`src/rtl/data_matrix_mem_access.sv`:
```
// LC-3 data matrix memory access: MAR/MDR registers and the memory handshake FSM.
// Define MEM_TIMEOUT_EN to add a bounded wait with a sticky mem_err flag.
module data_matrix_mem_access #(
    parameter int          MEM_LAT_MAX = 16,
    parameter logic [15:0] ERR_DATA    = 16'hDEAD
) (
    input  logic        clk,
    input  logic        rst,
    input  logic [15:0] pc,
    input  logic [15:0] ea,
    input  logic [15:0] bus,
    input  logic        ld_mar,
    input  logic [1:0]  mar_sel,
    input  logic        ld_mdr,
    input  logic        mem_en,
    input  logic        r_w,
    output logic [15:0] mar,
    output logic [15:0] mdr,
    output logic        r,
    output logic        busy,
    output logic        mem_req,
    output logic        mem_we,
    output logic [15:0] mem_addr,
    output logic [15:0] mem_wdata,
    input  logic [15:0] mem_rdata,
    input  logic        mem_ready,
    output logic        mem_err
);

    typedef enum logic [1:0] {
        IDLE = 2'd0,
        REQ  = 2'd1,
        DONE = 2'd2
    } state_t;

    state_t      state, state_nx;
    logic        we_q;
    logic        start;
    logic        mar_open;
    logic        rd_done;
    logic        to_hit;
    logic [15:0] mar_src;

    // A new access may start in DONE too, giving back-to-back 2-cycle accesses.
    assign start    = mem_en && (state != REQ);
    assign mar_open = (state != REQ);
    assign rd_done  = (state == REQ) && mem_ready && !we_q;

`ifdef MEM_TIMEOUT_EN
    localparam logic [15:0] LAT_LAST = 16'(MEM_LAT_MAX - 1);

    logic [15:0] wait_cnt;
    logic        err_q;

    assign to_hit = (state == REQ) && !mem_ready && (wait_cnt == LAT_LAST);

    always_ff @(posedge clk) begin
        if (rst) begin
            wait_cnt <= '0;
        end else if (state != REQ) begin
            wait_cnt <= '0;
        end else if (!mem_ready) begin
            wait_cnt <= wait_cnt + 16'd1;
        end
    end

    always_ff @(posedge clk) begin
        if (rst) begin
            err_q <= 1'b0;
        end else if (to_hit) begin
            err_q <= 1'b1;
        end
    end

    assign mem_err = err_q;
`else
    assign to_hit  = 1'b0;
    assign mem_err = 1'b0;
`endif

    always_ff @(posedge clk) begin
        if (rst) begin
            state <= IDLE;
        end else begin
            state <= state_nx;
        end
    end

    always_comb begin
        state_nx = state;
        unique case (state)
            IDLE: begin
                if (mem_en) begin
                    state_nx = REQ;
                end
            end
            REQ: begin
                if (mem_ready || to_hit) begin
                    state_nx = DONE;
                end
            end
            DONE: begin
                state_nx = mem_en ? REQ : IDLE;
            end
            default: begin
                state_nx = IDLE;
            end
        endcase
    end

    always_ff @(posedge clk) begin
        if (rst) begin
            we_q <= 1'b0;
        end else if (start) begin
            we_q <= r_w;
        end
    end

    always_comb begin
        mar_src = bus;
        unique case (1'b1)
            (mar_sel == 2'b00): mar_src = pc;
            (mar_sel == 2'b01): mar_src = ea;
            mar_sel[1]:         mar_src = bus;
            default:            mar_src = bus;
        endcase
    end

    always_ff @(posedge clk) begin
        if (rst) begin
            mar <= '0;
        end else if (ld_mar && mar_open) begin
            mar <= mar_src;
        end
    end

    // Read return data has priority; ld_mdr only lands while idle.
    always_ff @(posedge clk) begin
        if (rst) begin
            mdr <= '0;
        end else if (rd_done) begin
            mdr <= mem_rdata;
        end else if (to_hit && !we_q) begin
            mdr <= ERR_DATA;
        end else if (ld_mdr && (state == IDLE)) begin
            mdr <= bus;
        end
    end

    assign busy      = (state != IDLE);
    assign r         = (state == DONE);
    assign mem_req   = (state == REQ);
    assign mem_we    = (state == REQ) && we_q;
    assign mem_addr  = mar;
    assign mem_wdata = mdr;

endmodule

```
`config.mk`:
```
export PLATFORM = sky130hd
export DESIGN_NAME = data_matrix_mem_access
export DESIGN_NICKNAME = d
export VERILOG_FILES = /design/src/rtl/data_matrix_mem_access.sv
export SDC_FILE = /design/constraint.sdc
export NUM_CORES = 1
export LEC_CHECK = 0
export CORE_MARGIN = 2
export CORE_UTILIZATION = 36
export CTS_BUF_LIST = sky130_fd_sc_hd__clkbuf_4
export DETAILED_ROUTE_END_ITERATION = 6
export PLACE_DENSITY_LB_ADDON = 0.12
export SLEW_MARGIN = 20
export SYNTH_ARGS = -nofsm -noshare
export SYNTH_HDL_FRONTEND = slang
export SYNTH_SLANG_ARGS = --single-unit
```
`constraint.sdc`:
```
create_clock -name clk -period 1.6 [get_ports clk]
set_clock_uncertainty 0.05 [all_clocks]
set_input_delay 0.32 -clock clk [delete_from_list [all_inputs] [get_ports clk]]
set_output_delay 0.32 -clock clk [all_outputs]
set_load 0.01 [all_outputs]
```
* After elaboration in Yosys (flattened, before gate mapping)
Index checks and enable logic that the tools add are counted.
** Storage, ports and cells
- Bits in registers :: 35
- Bits of input ports :: 73
- Output and inout bits :: 69
- Word-level logic and storage cells :: 29
** Operators by class
- Equal/unequal tests :: 6
- Mux-type cells :: 7
- Reductions and logical operators :: 12
** Operator list (count)
- 16-bit 2-to-1 mux :: 2
- 16-bit case mux with 2 select lines :: 1
- 1-bit logical AND :: 6
- 2-bit case mux with 3 select lines :: 1
- 2-bit by 1-bit equality test with 1-bit output, second input constant :: 2
- 2-bit logical NOT :: 2
- 2-bit 2-to-1 mux :: 2
- 2-bit by 1-bit inequality test with 1-bit output, second input constant :: 2
- 2-bit nonzero test :: 2
- 2-bit equality test, second input constant :: 1
- 2-bit inequality test, second input constant :: 1
- 2-bit AND reduction :: 1
- 1-bit logical NOT :: 1
- 1-bit 2-to-1 mux :: 1

* Longest topological paths before layout
- Depth after elaboration :: 4
- Mapped depth :: 5
- Gate-level depth less buffers :: 4

* Worst setup path before layout
No wires, ideal clock.
- Kind :: register to register
- Start :: register state[0]
- End :: register mdr[0]
- Setup time :: 0.142 ns
- Arrival :: 1.131 ns
- Data required time :: 1.408 ns
- Path slack :: 0.277 ns
- Stages on the path, launching flop included :: 6
- Path buffers :: 2
- Clock period less this slack :: 1.323 ns
- Path through :: dfxtp_1 -> or3b_1 -> buf_4 -> buf_6 -> nand2_1 -> a311oi_1
** On the way
- Word-level cells in the longest chain between the ends :: 4
- Elaborated cells on any way between the ends :: 7
- Classes of those cells :: eq/ne: 1; mux: 1; reduce/logical: 5
** Ends and longest elaborated chain
- start: declaration :: line 36 : state_t state, state_nx;
- start signal: assignment :: line 85 : state <= state_nx;
- 2-bit by 1-bit equality test with 1-bit output :: line 47 : assign rd_done = (state == REQ) && mem_ready && !we_q;
- 1-bit logical AND (2 in series) :: line 47
- 16-bit 2-to-1 mux or 2-bit nonzero test (tied branches)
- end signal: assignment :: line 142 : mdr <= mem_rdata;
- end signal: assignment :: line 146 : mdr <= bus;
- end: declaration :: line 18 : output logic [15:0] mdr,
Parallel ways exist; a longest one is shown, timed or not.
A chain may end at the register's enable or synchronous reset.

* Final worst setup path
- Start :: register state[0]
- End :: output mem_we
** On the way
- Word-level cells in the longest chain between the ends :: 2
** Ends and longest elaborated chain
- 2-bit by 1-bit equality test with 1-bit output :: line 153 : assign mem_we = (state == REQ) && we_q;
- 1-bit logical AND :: line 153
- end: declaration :: line 22 : output logic mem_we,
No other way between the ends.

==> implementation parameters <==
Parameter                              Value

Placed design
  Number of cells after detailed placement ... ~410
  Placed standard-cell area ... 3330 µm²
  Placed wire-length estimate ... 4630 µm
  PortBufs ... 140
  Post-Place Worst Slack ... -0.180 ns
  Routability congestion estimate from global placement ... around 0.78

Detailed routing
  Number of vias after detailed routing ... 2076
  Detailed-route vias per instance ... between 4 and 5
  Length of the first detailed-routing pass in iterations ... 4
  DRC viols ... 0
  DRT iter0 DRCs ... 76
  Average routed wire per standard cell ... between 10 and 15 µm
  Antenna Violating Nets Remaining ... 0
  Wire length reported by the detailed router ... a little over 6000 µm

Power
  Static power due to leakage ... ~1.5 nW
  Combinational share of power ... 0.339
  Share of total power consumed by net switching ... 0.291
  Clock network fraction of design power ... 0.208
  Net Sw Power ... approximately 0.64 mW
  Internal Dissipation ... around 1.6 mW
  Total Power ... 2.19 mW
  Maximum vdd drop ... approximately 0.42 mV
  Power density relative to cell area ... 663 nW/µm²
  Sequential group share of total power ... 0.453

Clocking
  Latest clock arrival within the worst-skew pair ... ~0.33 ns
  Clock buffers created by TritonCTS ... 5
  Maximum number of buffers from clock root to sink ... 2
  Worst-path clk slew ... 0.10 ns
  H-tree Lvls ... 2
  Clock tree from TritonCTS ... yes
  Clock sink count ... 35
  Root Buffer ... clkbuf_4
  Post-cts hold buffer count ... 0

Final layout
  Commonest cells after routing, fill and taps aside ... 72 x clkdlybuf4s50_1, 64 x dlygate4sd2_1, 33 x dfxtp_1
  Non-filler cells in the finished layout ... approximately 420
  Fraction of final layout cells sized beyond drive strength 1 ... 0.107
  Area Overhead vs Synth ... 64.3%
  Most common library cell in the layout ignoring fill and taps ... clkdlybuf4s50_1
  Final core utilization ... 0.608
  Total non-filler cell area in the finished layout ... between 3000 and 4000 µm²
  Layout net count ... 420
  Antenna fix cells ... 0

Worst setup path
  Delay contributed by the slowest stage of the critical path ... between 0.3 and 0.4 ns
  CP max FO ... 3
  Arrival time at the worst endpoint ... between 1 and 1.5 ns
  Worst-path cell with the longest stage delay ... dfxtp_2
  Register-to-register setup slack ... 0.18 ns
  Kind of critical path ... reg2out
  Total buffers and inverters traversed by the critical path ... 3
  CP delay by family, top ... flip-flops
  Critical-path cell list ... buf_6 -> nand2b_4 -> inv_4 -> and2_1 -> buf_2
  Nature of the critical path endpoint ... output port
  Required time reported for the critical path endpoint ... between 1 and 1.5 ns
  Critical path launch point type ... flop

Synthesis
  Flops & latches, synth ... 35
  Largest area contributor in the synthesized netlist ... dfxtp_1
  Share of synthesized area occupied by flip-flops and latches ... 0.348
  Synthesized Nets ... slightly above 300
  Area share of the largest cell type after synthesis ... 0.348
  Post-synthesis async set-or-reset flop share ... 0
  Number of cells produced by synthesis ... 231
  Count of flip-flops with a built-in enable after synthesis ... 0
  Warnings, synthesis ... 0
  Cells taking the most area after synthesis ... dfxtp_1 35%, buf_4 13%, a32o_1 8.0%
  Flip-flop cell with the highest count after synthesis ... dfxtp_1
  Area of the mapped netlist ... approximately 2000 µm²
  Mean cell area of the mapped netlist ... just under 9 µm²
  Post-synth cell types ... 27

Global route
  Largest net degree at the start of global routing ... 33
  GRT Total Usage ... 0.194
  Initial antenna violation count ... 0
  Grt total ovfl ... 0
  Number of global-route vias before repair ... about 1900
  Wire length of the first global-routing pass ... around 9600 µm

Timing
  Final worst-path setup slack ... a little under 0.07 ns
  Worst hold slack after final layout ... 0.447 ns
  Number of hold violations in the final report ... 0
  Period utilisation layout ... 0.957
  Max Freq ... 653 MHz
  Count of endpoints failing setup in the final report ... 0
  Final-layout setup total negative slack ... 0 ns
  Shortest period the worst path allows ... about 1.5 ns
  Max-slew violation count ... 0
  Setup repair after global routing missed its margin ... no

Floorplanning
  Vertical extent of the die ... slightly below 80 µm
  Cell Rows ... 27
  Area of the die ... approximately 6200 µm²
  Die outline width ... roughly 80 µm
  IO Count ... ~140
  Core Box Area ... 5440 µm²
  Starting Density ... 0.370

Flow run
  Max-capacitance violation count ... 0

Worst hold path
  Worst hold-check path type ... reg2reg

Outcome
  Result of the run ... finished clean
==> synthesized netlist by cell type (all sizes together), types with 2 or more instances <==
| library cell | n |
|---|---|
| buf | 43 |
| dfxtp | 35 |
| nand2 | 32 |
| nand2b | 17 |
| nor2 | 17 |
| nor2b | 17 |
| a211o | 16 |
| a311oi | 16 |
| a32o | 16 |
| clkbuf | 7 |
| nor3b | 3 |
| a21oi | 2 |
| inv | 2 |
==> worst min-delay path: cells and delay by family, from the launching register on <==
kind             cells  cell delay [ns]
flip-flops           1             0.33
AO/OA/AOI/OAI        1             0.08
AND/OR/NAND/NOR      1             0.05
==> kinds of logic (layout without fill, tap and decap cells) <==
family / Yosys count / in the layout / share of synthesized area
buffers and inverters: 52 / 167 / 0.176
DFF: 35 / 35 / 0.348
AOI/OAI and AO/OA: 52 / 52 / 0.232
and+or+nand+nor: 91 / 91 / 0.242
other: 1 / 1 / 0.00186
==> flip-flops by register name (all words and copies together), names as in the netlist <==
signal  count
we_q        1
mar        16
state       2
mdr        16
==> power groups by stage <==
stage / clock network (mW) / registers, mW / logic [mW]
floorplan: 0 / 1.04 / 0.357
global placement: 0 / 1.02 / 0.824
detailed placement: 0 / 1.02 / 0.830
CTS: 0.480 / 0.994 / 0.747
global route: 0.515 / 1.00 / 0.800
finish: 0.456 / 0.993 / 0.744
==> metal layers <==
layer  track usage  share of wire  vias to the layer above
met1         0.253           0.44                      969
met3        0.0580          0.077                        2
met2         0.314           0.47                       85
met4        0.0474         0.0039                        0
li1              -              -                     1020
met5             0              0                        -
==> cell type report <==
| type | instances | area [µm²] |
|---|---|---|
| clock buffers | 6 | 45.0 |
| fillers | 522 | 2130 |
| inverters | 2 | 10.0 |
| multi-input cells | 144 | 968 |
| flip-flops and latches | 35 | 703 |
| well taps | 72 | 90.1 |
| repair buffers | 159 | 1490 |
==> path summary, 6_finish.rpt <==
kind	start	endpoint	cells past startpoint
max	state[0]	mem_we	5
min reg2reg	mdr[2]	mdr[2]	2
min	mdr[2]	mdr[2]	2
max reg2reg	state[0]	mdr[10]	6
==> repair_timing <==
item / 4_1_cts / 5_1_grt
pin swaps: 0 / 0
endpoints found under the setup margin: 68 / 19
resized for setup: 80 / 5
setup buffers: 1 / 0
No activity file was read; power rests on OpenSTA's default activity.
==> RTL edit, RTL diff (config.mk and constraints unchanged) <==
Add a define of `MEM_TIMEOUT_EN`.
--- a/src/rtl/data_matrix_mem_access.sv
+++ b/src/rtl/data_matrix_mem_access.sv
@@ -1,5 +1,7 @@
 // LC-3 data matrix memory access: MAR/MDR registers and the memory handshake FSM.
 // Define MEM_TIMEOUT_EN to add a bounded wait with a sticky mem_err flag.
+`define MEM_TIMEOUT_EN
+
 module data_matrix_mem_access #(
     parameter int          MEM_LAT_MAX = 16,
     parameter logic [15:0] ERR_DATA    = 16'hDEAD
Check against the original RTL: no difference found for any inputs over 10 cycles, from zero or initial values and one cycle with rst high; that may be too few to reach the edited logic, so the function may still have changed.
==> RTL edit against the unedited design <==
The flow now finishes with violations (negative setup slack); clock power increased by 70%; sequential cell count up 17; final area up 47%; sequential power is 46% higher; via count increased by 49%; count of clock-buffer cells in the layout fell by 1; sequential share of layout area is 1.3 points higher; worst setup slack lost 0.46 ns; area after synthesis increased by 47%; synthesized cell count grew 58%; core utilization is 0.73 points lower; wire length is 49% higher; critical path depth is the same; total power rose by 43%; highest routed layer unchanged.
==> RTL edit: results (changes against the unedited design) <==
Status
  • Outcome: complete, but fails checks
  • Failing checks: negative setup slack

Setup path
  • Worst Path Arrival: 2.26 ns (+1.10 ns)
  • Crit-path max cell delay: 0.56 ns (+0.22 ns)
  • Cell family contributing the most delay on the critical path: simple AND/OR/NAND/NOR gates
  • Crit-path max FO: 11 (+8)
  • Slowest CP cell: or4_4
  • R2R depth: 5 (-1)

Placed design
  • Pre-CTS setup slack: -0.578 ns (-0.398 ns)
  • Hpwl dp: 7070 microns (+53%)
  • Port bufs: 141 (+0.71%)
  • Gp weighted congestion: 0.795 (+2.5%)

Timing
  • Hold slack: 0.418 ns (-0.0289 ns)
  • Setup violators final: 20 (+20)
  • Final Worst Setup Slack: -0.393 ns (-0.462 ns)
  • Worst slew margin: 57.3%
  • TNS Setup: -6.24 ns (-6.24 ns)

Power
  • Leakage power: 2.30 nW (+50%)
  • Net Sw Power: 0.900 mW (+41%)
  • Peak VDD IR: 545 uV (+30%)

Drt
  • Metal3 WL: 619 microns (+31%)
  • Metal2 WL: 4380 microns (+51%)
  • Met1 WL: 4020 microns (+48%)
  • DRT iter0 DRCs: 99 (+30%)
  • Vias: 3085 (+49%)
  • Final wirelength: 9120 microns (+49%)

Clock tree
  • Clock slew seen by the registers of the worst setup and hold paths: 0.17 ns (+0.07 ns)
  • Skew-Pair Late Insertion Delay: 0.38 ns (+0.05 ns)
  • Post-CTS Setup Bufs: 9 (+8)
  • # resized after CTS: 135 (+69%)

Layout
  • Layout cells sized above 1: 27.2% (+17 points)
  • Final-layout fill cell count: 788 (+51%)
  • Final nets: 598 (+42%)
  • Largest registers: mar: 16 flops, mdr: 16 flops, wait_cnt: 16 flops

Global route
  • Met2 GRT Util: 34.5% (+3.2 points)
  • Global-route wire length before repair: 14000 microns (+47%)
  • Global-route usage over all layers: 19.8% (+0.44 points)
  • Met3 Usage GRT: 4.07% (-1.7 points)
  • Met1 GRT Util: 25.1% (-0.14 points)
  • Vias in the first global route: 2865 (+48%)

Synthesis
  • Syn Area/Cell: 8.06 sq um (-7.5%)
  • Yosys warning count: 0 (unchanged)
  • Netlist cell types: 44 (+63%)
  • Commonest cells post-synth: nand2_1, dfxtp_1, buf_4
  • Synth top area cells: dfxtp_1, buf_4, nand2_1
  • Mapped Nets: 440 (+45%)

Worst hold path
  • Worst Hold Class: reg2reg
RTL edit: worst paths after layout:
kind,from,endpoint
worst min register to register,mar[13]$_SDFFE_PP0P_,mar[13]$_SDFFE_PP0P_
worst max register to register,wait_cnt[10]$_SDFFE_PP0N_,mdr[7]$_SDFFE_PP0P_
worst min-delay path,mar[13]$_SDFFE_PP0P_,mar[13]$_SDFFE_PP0P_
worst max-delay path,wait_cnt[10]$_SDFFE_PP0N_,mdr[7]$_SDFFE_PP0P_
RTL edit: cell families after synthesis:
kind of cell / synth area share (%)
flops: 35.3
mux: 6.15
compound gates: 15.9
xor+xnor: 3.86
fa+ha+maj: 0.424
buf+inv: 11.4
simple gates: 27.1
RTL edit: layout make-up:
| type | count | share of cell area [%] |
|---|---|---|
| flip-flops and latches | 52 | 22.6 |
| well taps | 105 | 2.70 |
| clock buffers | 5 | 0.772 |
| multi-input cells | 258 | 34.2 |
| repair buffers | 204 | 38.6 |
| inverters | 3 | 0.232 |
| clock inverters | 3 | 0.875 |
RTL edit: tightest hold or removal path, cell delays in order (launching register included):
cell     delay (ns)
dfxtp_2        0.35
nand2_1        0.05
a21oi_1        0.05
RTL edit: power groups by stage:
stage / Clock [mW] / Sequential [mW] / Combinational, mW
after global routing: 0.837 / 1.46 / 0.992
after CTS: 0.790 / 1.45 / 0.921
after floorplan: 0 / 1.49 / 0.415
after global placement: 0 / 1.47 / 0.958
final: 0.775 / 1.45 / 0.915
after detailed placement: 0 / 1.47 / 0.970
RTL edit: stage by stage:
stage,utilization [%],area [sq um],cells
final,60.1,4860,630
after detailed placement,57.3,4640,614
after CTS,59.5,4810,630
after global routing,60.1,4860,630
after global placement,57.3,4640,614
after floorplan,-,2970,366
